===== src/rtl/mem_port_arbiter.sv =====
// mem_port_arbiter: shares one single-port memory between masters A and B (optional range check: MEM_PORT_ARB_RANGE_CHK_EN).
// Latency: 3 cycles per access (IDLE sample, ACCESS strobe, DONE ack); at most one access every 3 cycles.
// Backpressure: a master holds req until its ack; a losing request waits for the next IDLE cycle.
module mem_port_arbiter #(
  parameter int ADDR_W     = 9,
  parameter int DATA_W     = 16,
  parameter int FIXED_PRIO = 0
) (
  input  logic              clk,
  input  logic              rst_b,
  input  logic              a_req,
  input  logic              a_we,
  input  logic [15:0]       a_addr,
  input  logic [DATA_W-1:0] a_wdata,
  output logic              a_ack,
  output logic [DATA_W-1:0] a_rdata,
  input  logic              b_req,
  input  logic              b_we,
  input  logic [15:0]       b_addr,
  input  logic [DATA_W-1:0] b_wdata,
  output logic              b_ack,
  output logic [DATA_W-1:0] b_rdata,
  output logic              mem_read,
  output logic              mem_write,
  output logic [ADDR_W-1:0] mem_addr,
  output logic [DATA_W-1:0] mem_din,
  input  logic [DATA_W-1:0] mem_dout,
  output logic              busy
`ifdef MEM_PORT_ARB_RANGE_CHK_EN
  ,
  output logic              err
`endif
);

  typedef enum logic [1:0] {IDLE = 2'd0, ACCESS = 2'd1, DONE = 2'd2} state_t;

  state_t            state;
  logic              lat_port;    // 0 = A, 1 = B
  logic              lat_we;
  logic              lat_oor;
  logic              last_grant;  // 0 = A, 1 = B
  logic [DATA_W-1:0] a_rdata_q;
  logic [DATA_W-1:0] b_rdata_q;

  logic              grant_b;
  logic              sel_we;
  logic              sel_oor;
  logic [15:0]       sel_addr;
  logic [DATA_W-1:0] sel_wdata;
  logic [DATA_W-1:0] rd_val;

  always_comb begin
    grant_b   = b_req & (~a_req | ((FIXED_PRIO == 0) & ~last_grant));
    sel_we    = grant_b ? b_we    : a_we;
    sel_addr  = grant_b ? b_addr  : a_addr;
    sel_wdata = grant_b ? b_wdata : a_wdata;
  end

`ifdef MEM_PORT_ARB_RANGE_CHK_EN
  assign sel_oor = |sel_addr[15:ADDR_W];
`else
  logic unused_addr_hi;
  assign unused_addr_hi = |sel_addr[15:ADDR_W];
  assign sel_oor        = 1'b0;
`endif

  // Memory data only arrives in DONE, so the ack cycle sees it directly and the register holds it afterwards.
  assign rd_val  = lat_oor ? {DATA_W{1'b1}} : mem_dout;
  assign a_rdata = (state == DONE && !lat_port && !lat_we) ? rd_val : a_rdata_q;
  assign b_rdata = (state == DONE &&  lat_port && !lat_we) ? rd_val : b_rdata_q;
  assign busy    = (state != IDLE);

  always_ff @(posedge clk) begin
    if (rst_b) begin
      state      <= IDLE;
      lat_port   <= 1'b0;
      lat_we     <= 1'b0;
      lat_oor    <= 1'b0;
      last_grant <= 1'b1;
      a_ack      <= 1'b0;
      b_ack      <= 1'b0;
      a_rdata_q  <= '0;
      b_rdata_q  <= '0;
      mem_read   <= 1'b0;
      mem_write  <= 1'b0;
      mem_addr   <= '0;
      mem_din    <= '0;
`ifdef MEM_PORT_ARB_RANGE_CHK_EN
      err        <= 1'b0;
`endif
    end else begin
      case (state)
        IDLE: begin
          if (a_req || b_req) begin
            state      <= ACCESS;
            lat_port   <= grant_b;
            last_grant <= grant_b;
            lat_we     <= sel_we;
            lat_oor    <= sel_oor;
            mem_read   <= ~sel_we & ~sel_oor;
            mem_write  <=  sel_we & ~sel_oor;
            mem_addr   <= sel_addr[ADDR_W-1:0];
            mem_din    <= sel_wdata;
          end
        end
        ACCESS: begin
          state     <= DONE;
          mem_read  <= 1'b0;
          mem_write <= 1'b0;
          mem_addr  <= '0;
          mem_din   <= '0;
          a_ack     <= ~lat_port;
          b_ack     <=  lat_port;
`ifdef MEM_PORT_ARB_RANGE_CHK_EN
          err       <= lat_oor;
`endif
        end
        DONE: begin
          state <= IDLE;
          a_ack <= 1'b0;
          b_ack <= 1'b0;
`ifdef MEM_PORT_ARB_RANGE_CHK_EN
          err   <= 1'b0;
`endif
          if (!lat_we) begin
            if (lat_port) b_rdata_q <= rd_val;
            else          a_rdata_q <= rd_val;
          end
        end
        default: state <= IDLE;
      endcase
    end
  end

endmodule


===== config.mk =====
export PLATFORM = sky130hd
export DESIGN_NAME = mem_port_arbiter
export DESIGN_NICKNAME = d
export VERILOG_FILES = /design/src/rtl/mem_port_arbiter.sv
export SDC_FILE = /design/constraint.sdc
export NUM_CORES = 1
export LEC_CHECK = 0
export CAP_MARGIN = 10
export CORE_ASPECT_RATIO = 1.2
export CORE_UTILIZATION = 39
export CTS_CLUSTER_SIZE = 12
export DETAILED_ROUTE_END_ITERATION = 7
export PLACE_DENSITY = 0.8
export SLEW_MARGIN = 20
export SYNTH_ARGS = -nofsm -noshare
export SYNTH_HDL_FRONTEND = slang
export SYNTH_SLANG_ARGS = --single-unit

===== constraint.sdc =====
create_clock -name clk -period 2.4 [get_ports clk]
set_input_delay 0.6 -clock clk [delete_from_list [all_inputs] [get_ports clk]]
set_output_delay 0.6 -clock clk [all_outputs]
set_load 0.02 [all_outputs]

==> results of run 1 <==
[kinds of logic (layout without fill, tap and decap cells)]
family,Yosys count,after routing
adder cells (fa/ha/maj),4,4
buffers and inverters,18,171
AO/OA/AOI/OAI,35,35
AND/OR/NAND/NOR,50,50
multiplexers,61,61
flip-flops,66,66
[registers in the layout (all words and copies together), names as in the netlist]
name	count
a_rdata_q	16
b_rdata_q	16
mem_din	16
mem_addr	9
state	2
a_ack	1
b_ack	1
last_grant	1
lat_port	1
lat_we	1
mem_read	1
mem_write	1
[per-stage QoR]
stage	hold WS, ns	setup slack, ns	util	instance area, um2	power, mW
2_1_floorplan	0.482	0.228	-	2770	1.61
3_3_place_gp	0.445	-0.130	0.621	4260	1.95
3_5_place_dp	0.445	-0.171	0.621	4260	1.97
4_1_cts	0.467	-0.0396	0.679	4650	3.04
5_1_grt	0.485	-0.137	0.670	4590	3.14
6_report	0.464	-0.0460	0.670	4590	3.00
[cell usage after synthesis, types with 2 or more instances]
cell	number	area share
buf_4	2	0.0054
buf_6	8	0.033
clkbuf_1	4	0.0054
dfxtp_1	66	0.48
ha_1	4	0.018
inv_1	3	0.0041
mux2_1	18	0.073
mux2_2	14	0.057
mux2i_1	29	0.10
nand2_1	3	0.0041
nor2_1	7	0.0095
nor2b_1	32	0.072
o2bb2ai_1	26	0.082
[worst max-delay path, delay by kind of cell (launching register included)]
| family | cells | cell delay (ns) |
|---|---|---|
| AND/OR/NAND/NOR | 1 | 0.22 |
| adder cells (fa/ha/maj) | 1 | 0.15 |
| buffers and inverters | 4 | 0.50 |
| flip-flops | 1 | 0.32 |
| multiplexers | 1 | 0.32 |
[power by group through the flow]
stage                     clock (mW)  combinational, mW  sequential [mW]
after floorplan                    0              0.305             1.31
after global placement             0              0.714             1.24
after detailed placement           0              0.725             1.24
after CTS                       1.03              0.780             1.22
after global routing            1.09              0.816             1.23
final                           1.02              0.768             1.22
[final cells by class]
cell class | count | area, um2 | share of cell area
clock buffers | 10 | 128 | 0.0278
inverters | 3 | 11.3 | 0.00245
multi-input cells | 150 | 1400 | 0.304
well taps | 87 | 109 | 0.0237
flip-flops and latches | 66 | 1320 | 0.288
repair buffers | 152 | 1540 | 0.334
clock inverters | 6 | 91.3 | 0.0199
[what timing repair did]
| action | 4_1_cts | 5_1_grt |
|---|---|---|
| pin swaps | 1 | 1 |
| cloned | 1 | 0 |
| resized for setup | 169 | 6 |
| setup buffers | 5 | 2 |
| hold buffers | 0 | 0 |
| endpoints found under the setup margin | 33 | 31 |
[layer usage]
| metal | part of all wire | vias up | routed length (um) |
|---|---|---|---|
| met5 | 0 | - | 0 |
| met4 | 0.011 | 0 | 83 |
| met3 | 0.12 | 8 | 915 |
| met2 | 0.47 | 102 | 3470 |
| met1 | 0.39 | 1084 | 2870 |
| li1 | - | 1124 | - |
[path summary, 6_finish.rpt]
check	to	slack, ns	startpoint
worst min register to register	mem_din[3]	0.46	mem_din[3]
worst max register to register	mem_read	0.50	state[1]
worst min-delay path	mem_din[3]	0.46	mem_din[3]
worst max-delay path	a_rdata[6]	-0.05	state[0]
==> summary.txt, run 1 <==
Status
  – Status: finished with violations
  – Violated checks: setup timing

Synthesis
  – Unique cell type count in the Yosys netlist: 31
  – Top_reg_cell synth: dfxtp_1
  – Async SR Flop Fraction: 0
  – Mapped Cells: ~230
  – Synth Net Count: ~320
  – Synth Register Bits: between 60 and 70
  – Largest family of logic cells by synthesized area: multiplexers
  – Post-Synth Adder-Cell Area: 0.0181
  – Compound-cell area share of the yosys netlist: 0.110
  – Synthesized area per cell: around 12 um2
  – EDFF count, synth: 0
  – Simple-Gate Fraction of Synth Area: 0.111
  – Register area share after synthesis: 0.477
  – Mux cell area share after synthesis: 0.235
  – Cell area after synthesis: ~2800 um2
  – Count of warnings emitted by yosys: 0
  – XOR/XNOR share of the synthesized area: 0

Pwr
  – Switching Share: 0.270
  – Clk pwr share: 0.338
  – Peak VDD IR: around 0.44 mV
  – P_sw: between 0.8 and 0.9 mW
  – Pwr Density: 654 nW/um2
  – Flop pwr share: 0.406
  – Static leakage: between 1.5 and 2 nW
  – Cell internal pwr: about 2.2 mW
  – Combinational share of power: 0.256

STA
  – Final Skew: 0.0142 ns
  – Max Clock Freq: 409 MHz
  – Fin crit share: 1.02
  – RSZ-0062 raised after global routing: true
  – Slew @ Worst Pin: roughly 0.28 ns
  – Final-report hold violation count: 0
  – Setup_tns: -0.298 ns
  – Max Slew Vio Count: 0
  – Final worst path period need: around 2.4 ns
  – Final setup viols: 8
  – Final worst slack: -0.0460 ns
  – Slew headroom: 0.813

Placed design
  – Number of buffers added on ports: 133
  – Post-DP HPWL: a little over 5000 um
  – DP Cell Count: between 400 and 500
  – GP Congestion: approximately 0.74

Floorplanning
  – Core ar.: 6850 um2
  – Row count: 33
  – Die ar.: 7450 um2
  – Die X: a little under 80 um
  – I/O pins: 148
  – Die height: 94.3 um
  – Initial core utilization: 0.404

Clock tree
  – CTS tree: built
  – Root Buffer Master: clkbuf_8
  – CTS Buf Count: 9
  – Worst skew pair latency: approximately 0.34 ns
  – Largest buffer count on any clock path: 2
  – Worst-path clk slew: about 0.07 ns
  – Clock tree sinks: between 60 and 70
  – Depth of the CTS H-tree: 3

Setup path
  – Startpoint Class: register
  – Crit Path Class: register to primary output
  – Worst Path Max Fanout: 8
  – CP Capture Type: primary output
  – Max incr delay on CP: approximately 0.32 ns
  – Worst EP required: ~1.8 ns
  – Worst endpoint data arrival time: approximately 1.9 ns
  – Slowest CP cell: dfxtp_2
  – Critical path, cell by cell: inv_2 > ha_4 > nor3b_4 > buf_4 > buf_12 > mux2_4 > buf_6
  – Cells on worst reg2reg path: 7

Finish
  – Filler cell count: around 560
  – Non-Filler Instances: 474
  – Most frequent cells in the layout: clkdlybuf4s50_1, dfxtp_1, nor2b_1
  – Layout cells sized above 1: 0.258
  – # diodes: 0
  – Commonest non-fill, non-tap cell in the layout: clkdlybuf4s50_1
  – Area Overhead vs Synth: 65.9%
  – Post-layout net count: 472

Detailed routing
  – Vias per cell: roughly 4.9
  – Antenna Nets Post-Route: 0
  – Vias: 2318
  – DR DRC count: 0
  – Routed len/inst: about 15 um
  – WL final: 7340 um
  – First-iteration detailed-routing DRC count: 21
  – DR pass1 iterations: 4

Global route
  – First-pass GRT wire length: ~11000 um
  – GR Util All Layers: 0.202
  – Vias in the first global route: between 2000 and 2500
  – Met3 GRT Util: 0.0981
  – Initial antenna violation count: 0
  – Global-route met1 utilization: 0.200
  – Largest net degree at the start of global routing: 28
  – Overflow left after global routing: 0
  – M2 GR Usage: 0.366
  – Most Crowded Layer GR: met2

Hold path
  – Hold depth: 1
  – Worst Hold Class: register to register

Run
  – Max Cap Viol: 0
(Power assumes the default switching activity.)
==> run 2, diff against run 1 <==
--- a/config.mk
+++ b/config.mk
@@ -11,7 +11,7 @@
 export CTS_CLUSTER_SIZE = 12
 export DETAILED_ROUTE_END_ITERATION = 7
 export PLACE_DENSITY = 0.8
-export SLEW_MARGIN = 20
+export SLEW_MARGIN = 0
 export SYNTH_ARGS = -nofsm -noshare
 export SYNTH_HDL_FRONTEND = slang
 export SYNTH_SLANG_ARGS = --single-unit
==> results of run 2 <==
Final layout, timing and power as in run 1 (identical DEF).
==> run 3, diff against run 2 <==
--- a/config.mk
+++ b/config.mk
@@ -6,12 +6,12 @@
 export NUM_CORES = 1
 export LEC_CHECK = 0
 export CAP_MARGIN = 10
-export CORE_ASPECT_RATIO = 1.2
+export CORE_ASPECT_RATIO = 1.5
 export CORE_UTILIZATION = 39
 export CTS_CLUSTER_SIZE = 12
 export DETAILED_ROUTE_END_ITERATION = 7
 export PLACE_DENSITY = 0.8
-export SLEW_MARGIN = 0
+export SLEW_MARGIN = 20
 export SYNTH_ARGS = -nofsm -noshare
 export SYNTH_HDL_FRONTEND = slang
 export SYNTH_SLANG_ARGS = --single-unit
==> run 3 against run 2 <==
  * The flow finishes with violations (DRC, setup timing)
  * Worst setup slack improved by 0.045 ns
  * Worst hold slack got worse by 0.0012 ns
  * First-iteration DRC count increased to 4.1 times the previous value
  * Largest cell class unchanged
  * Flip-flop and latch count unchanged
  * Sequential share of layout area increased by 0.15 points
  * Register-to-register slack got worse by 0.05 ns
  * Critical path depth decreased by 1
  * Total power decreased by 1.1%
  * Global-route usage decreased by 1.1 points
  * Via count decreased by 1.6%
  * Die area about the same
==> summary.txt, run 3 (synthesis gave the netlist of run 1 again) <==
Status
  – Status: finished with violations
  – Violated checks: DRC, setup timing

Pwr
  – Static leakage: between 1.5 and 2 nW
  – Pwr Density: 649 nW/um2
  – Peak VDD IR: about 0.38 mV

Global route
  – Overflow left after global routing: 0
  – Global-route met1 utilization: 0.208
  – Largest net degree at the start of global routing: 27
  – M2 GR Usage: 0.330
  – GR Util All Layers: 0.190
  – First-pass GRT wire length: approximately 11000 um
  – Initial antenna violation count: 0
  – Most Crowded Layer GR: met2
  – Vias in the first global route: 2306
  – Met3 GRT Util: 0.0507

STA
  – Slew headroom: 0.793
  – Final worst path period need: about 2.4 ns
  – Final Skew: around 0.0086 ns
  – Slew @ Worst Pin: ~0.3 ns
  – Fin crit share: 1.00
  – Final setup viols: 1
  – Final-report hold violation count: 0
  – RSZ-0062 raised after global routing: true
  – Max Clock Freq: about 420 MHz
  – Final worst slack: -0.000681 ns
  – Max Slew Vio Count: 0
  – Setup_tns: -0.000681 ns

Setup path
  – CP startpoint: state[0]
  – Critical path, cell by cell: inv_2 > ha_4 > nor3b_4 > buf_6 > mux2_4 > buf_6
  – Slowest CP cell: dfxtp_2
  – Worst endpoint data arrival time: about 1.8 ns
  – Crit Path Class: register to primary output
  – R2R Setup Slk: between 0.4 and 0.5 ns
  – Worst EP required: roughly 1.8 ns
  – Worst Path Max Fanout: 7
  – Max incr delay on CP: 0.32 ns
  – CP Capture Type: primary output
  – Top delay family on crit path: buffers and inverters
  – Startpoint Class: register
  – Buf+Inv Stages, Crit Path: 3
  – Worst r2r src: state[1]
  – Most frequent CP cell: buf_6

Detailed routing
  – Vias: between 2000 and 2500
  – Routed len/inst: around 15 um
  – DR DRC count: 34
  – WL final: between 6000 and 7000 um
  – First-iteration detailed-routing DRC count: 87
  – Antenna Nets Post-Route: 0
  – Vias per cell: 4.93
  – DR pass1 iterations: 6

Floorplanning
  – Die ar.: ~7500 um2
  – Core ar.: slightly below 7000 um2
  – Initial core utilization: 0.404
  – Die height: 105 um
  – Die X: 70.8 um
  – Row count: 37
  – I/O pins: about 150

Clock tree
  – Worst skew pair latency: 0.34 ns
  – Worst-path clk slew: 0.07 ns
  – CTS Buf Count: 9
  – Root Buffer Master: clkbuf_8
  – CTS tree: built
  – Depth of the CTS H-tree: 3
  – Cts hold-fix bufs: 0
  – Largest buffer count on any clock path: 2
  – Clock tree sinks: 66

Placed design
  – DP Cell Count: roughly 440
  – Post-DP HPWL: 5000 um
  – Number of buffers added on ports: ~130
  – Pre-CTS setup slack: -0.131 ns
  – GP Congestion: between 0.6 and 0.7

Run
  – Max Cap Viol: 0

Finish
  – Non-Filler Instances: between 400 and 500
  – Layout cells sized above 1: 0.260
  – Commonest non-fill, non-tap cell in the layout: clkdlybuf4s50_1
  – # diodes: 0
  – Area Overhead vs Synth: 65.2%
  – Largest registers: a_rdata_q x16, b_rdata_q x16, mem_din x16
  – Fin util: 0.668
  – Most frequent cells in the layout: clkdlybuf4s50_1, dfxtp_1, nor2b_1
  – Post-layout net count: 470

Hold path
  – Min-delay src: mem_din[8]
  – Worst Hold Class: register to register
==> run 3: changes by cell type in the layout (fill, tap and decap cells not counted), sizes merged <==
cell	before	now
clkinv	4	0
buf	41	39
clkinvlp	0	2
bufinv	2	1
clkbuf	11	13
clkdlybuf4s15	9	10
==> run 3: worst register-to-register path, delay by kind of cell, from the launching register on <==
family	cells	cell delay, ns
AOI/OAI and AO/OA	2	0.36
and+or+nand+nor	1	0.48
buffers and inverters	3	0.41
adders and majority gates	1	0.28
DFF	1	0.33
==> run 3: metal layers <==
metal | routed length, um | share of wire | up-vias
li1 | - | - | 1118
met1 | 2590 | 0.38 | 1051
met3 | 695 | 0.10 | 12
met2 | 3300 | 0.49 | 100
met4 | 155 | 0.023 | 0
met5 | 0 | 0 | -
==> run 3: final cells by class <==
class                      instances  area [um2]
fill                             549        2280
timing repair buffer             150        1520
multi-input combinational        150        1400
sequential                        66        1330
clock buffer                      13         179
tap                               78        97.6
clock inverter                     3        45.0
inverter                           3        11.3
==> run 3: stage by stage <==
stage / power (mW) / hold slack [ns] / cell area (um2)
detailed placement: 1.96 / 0.448 / 4240
finish: 2.97 / 0.463 / 4580
floorplan: 1.61 / 0.482 / 2770
global placement: 1.95 / 0.444 / 4240
CTS: 3.00 / 0.467 / 4580
global route: 3.10 / 0.477 / 4580
==> run 3: path summary, 6_finish.rpt <==
check,to,cells past startpoint
hold / removal,mem_din[8],1
setup / recovery,a_rdata[13],6
hold reg to reg,mem_din[8],1
setup reg to reg,mem_addr[8],7
==> run 3: repair_timing <==
item,CTS,global route
resized for setup,169,8
pin swaps,1,0
setup endpoints to repair,33,30
gates cloned,1,0
buffers inserted,1,1
==> run 3: report_power, final <==
group | switching, mW | total, mW | internal [mW] | leakage, nW
clock network | 0.407 | 1.00 | 0.593 | 0.108
logic | 0.332 | 0.750 | 0.419 | 1.22
registers | 0.0433 | 1.22 | 1.18 | 0.538
total | 0.782 | 2.97 | 2.19 | 1.86
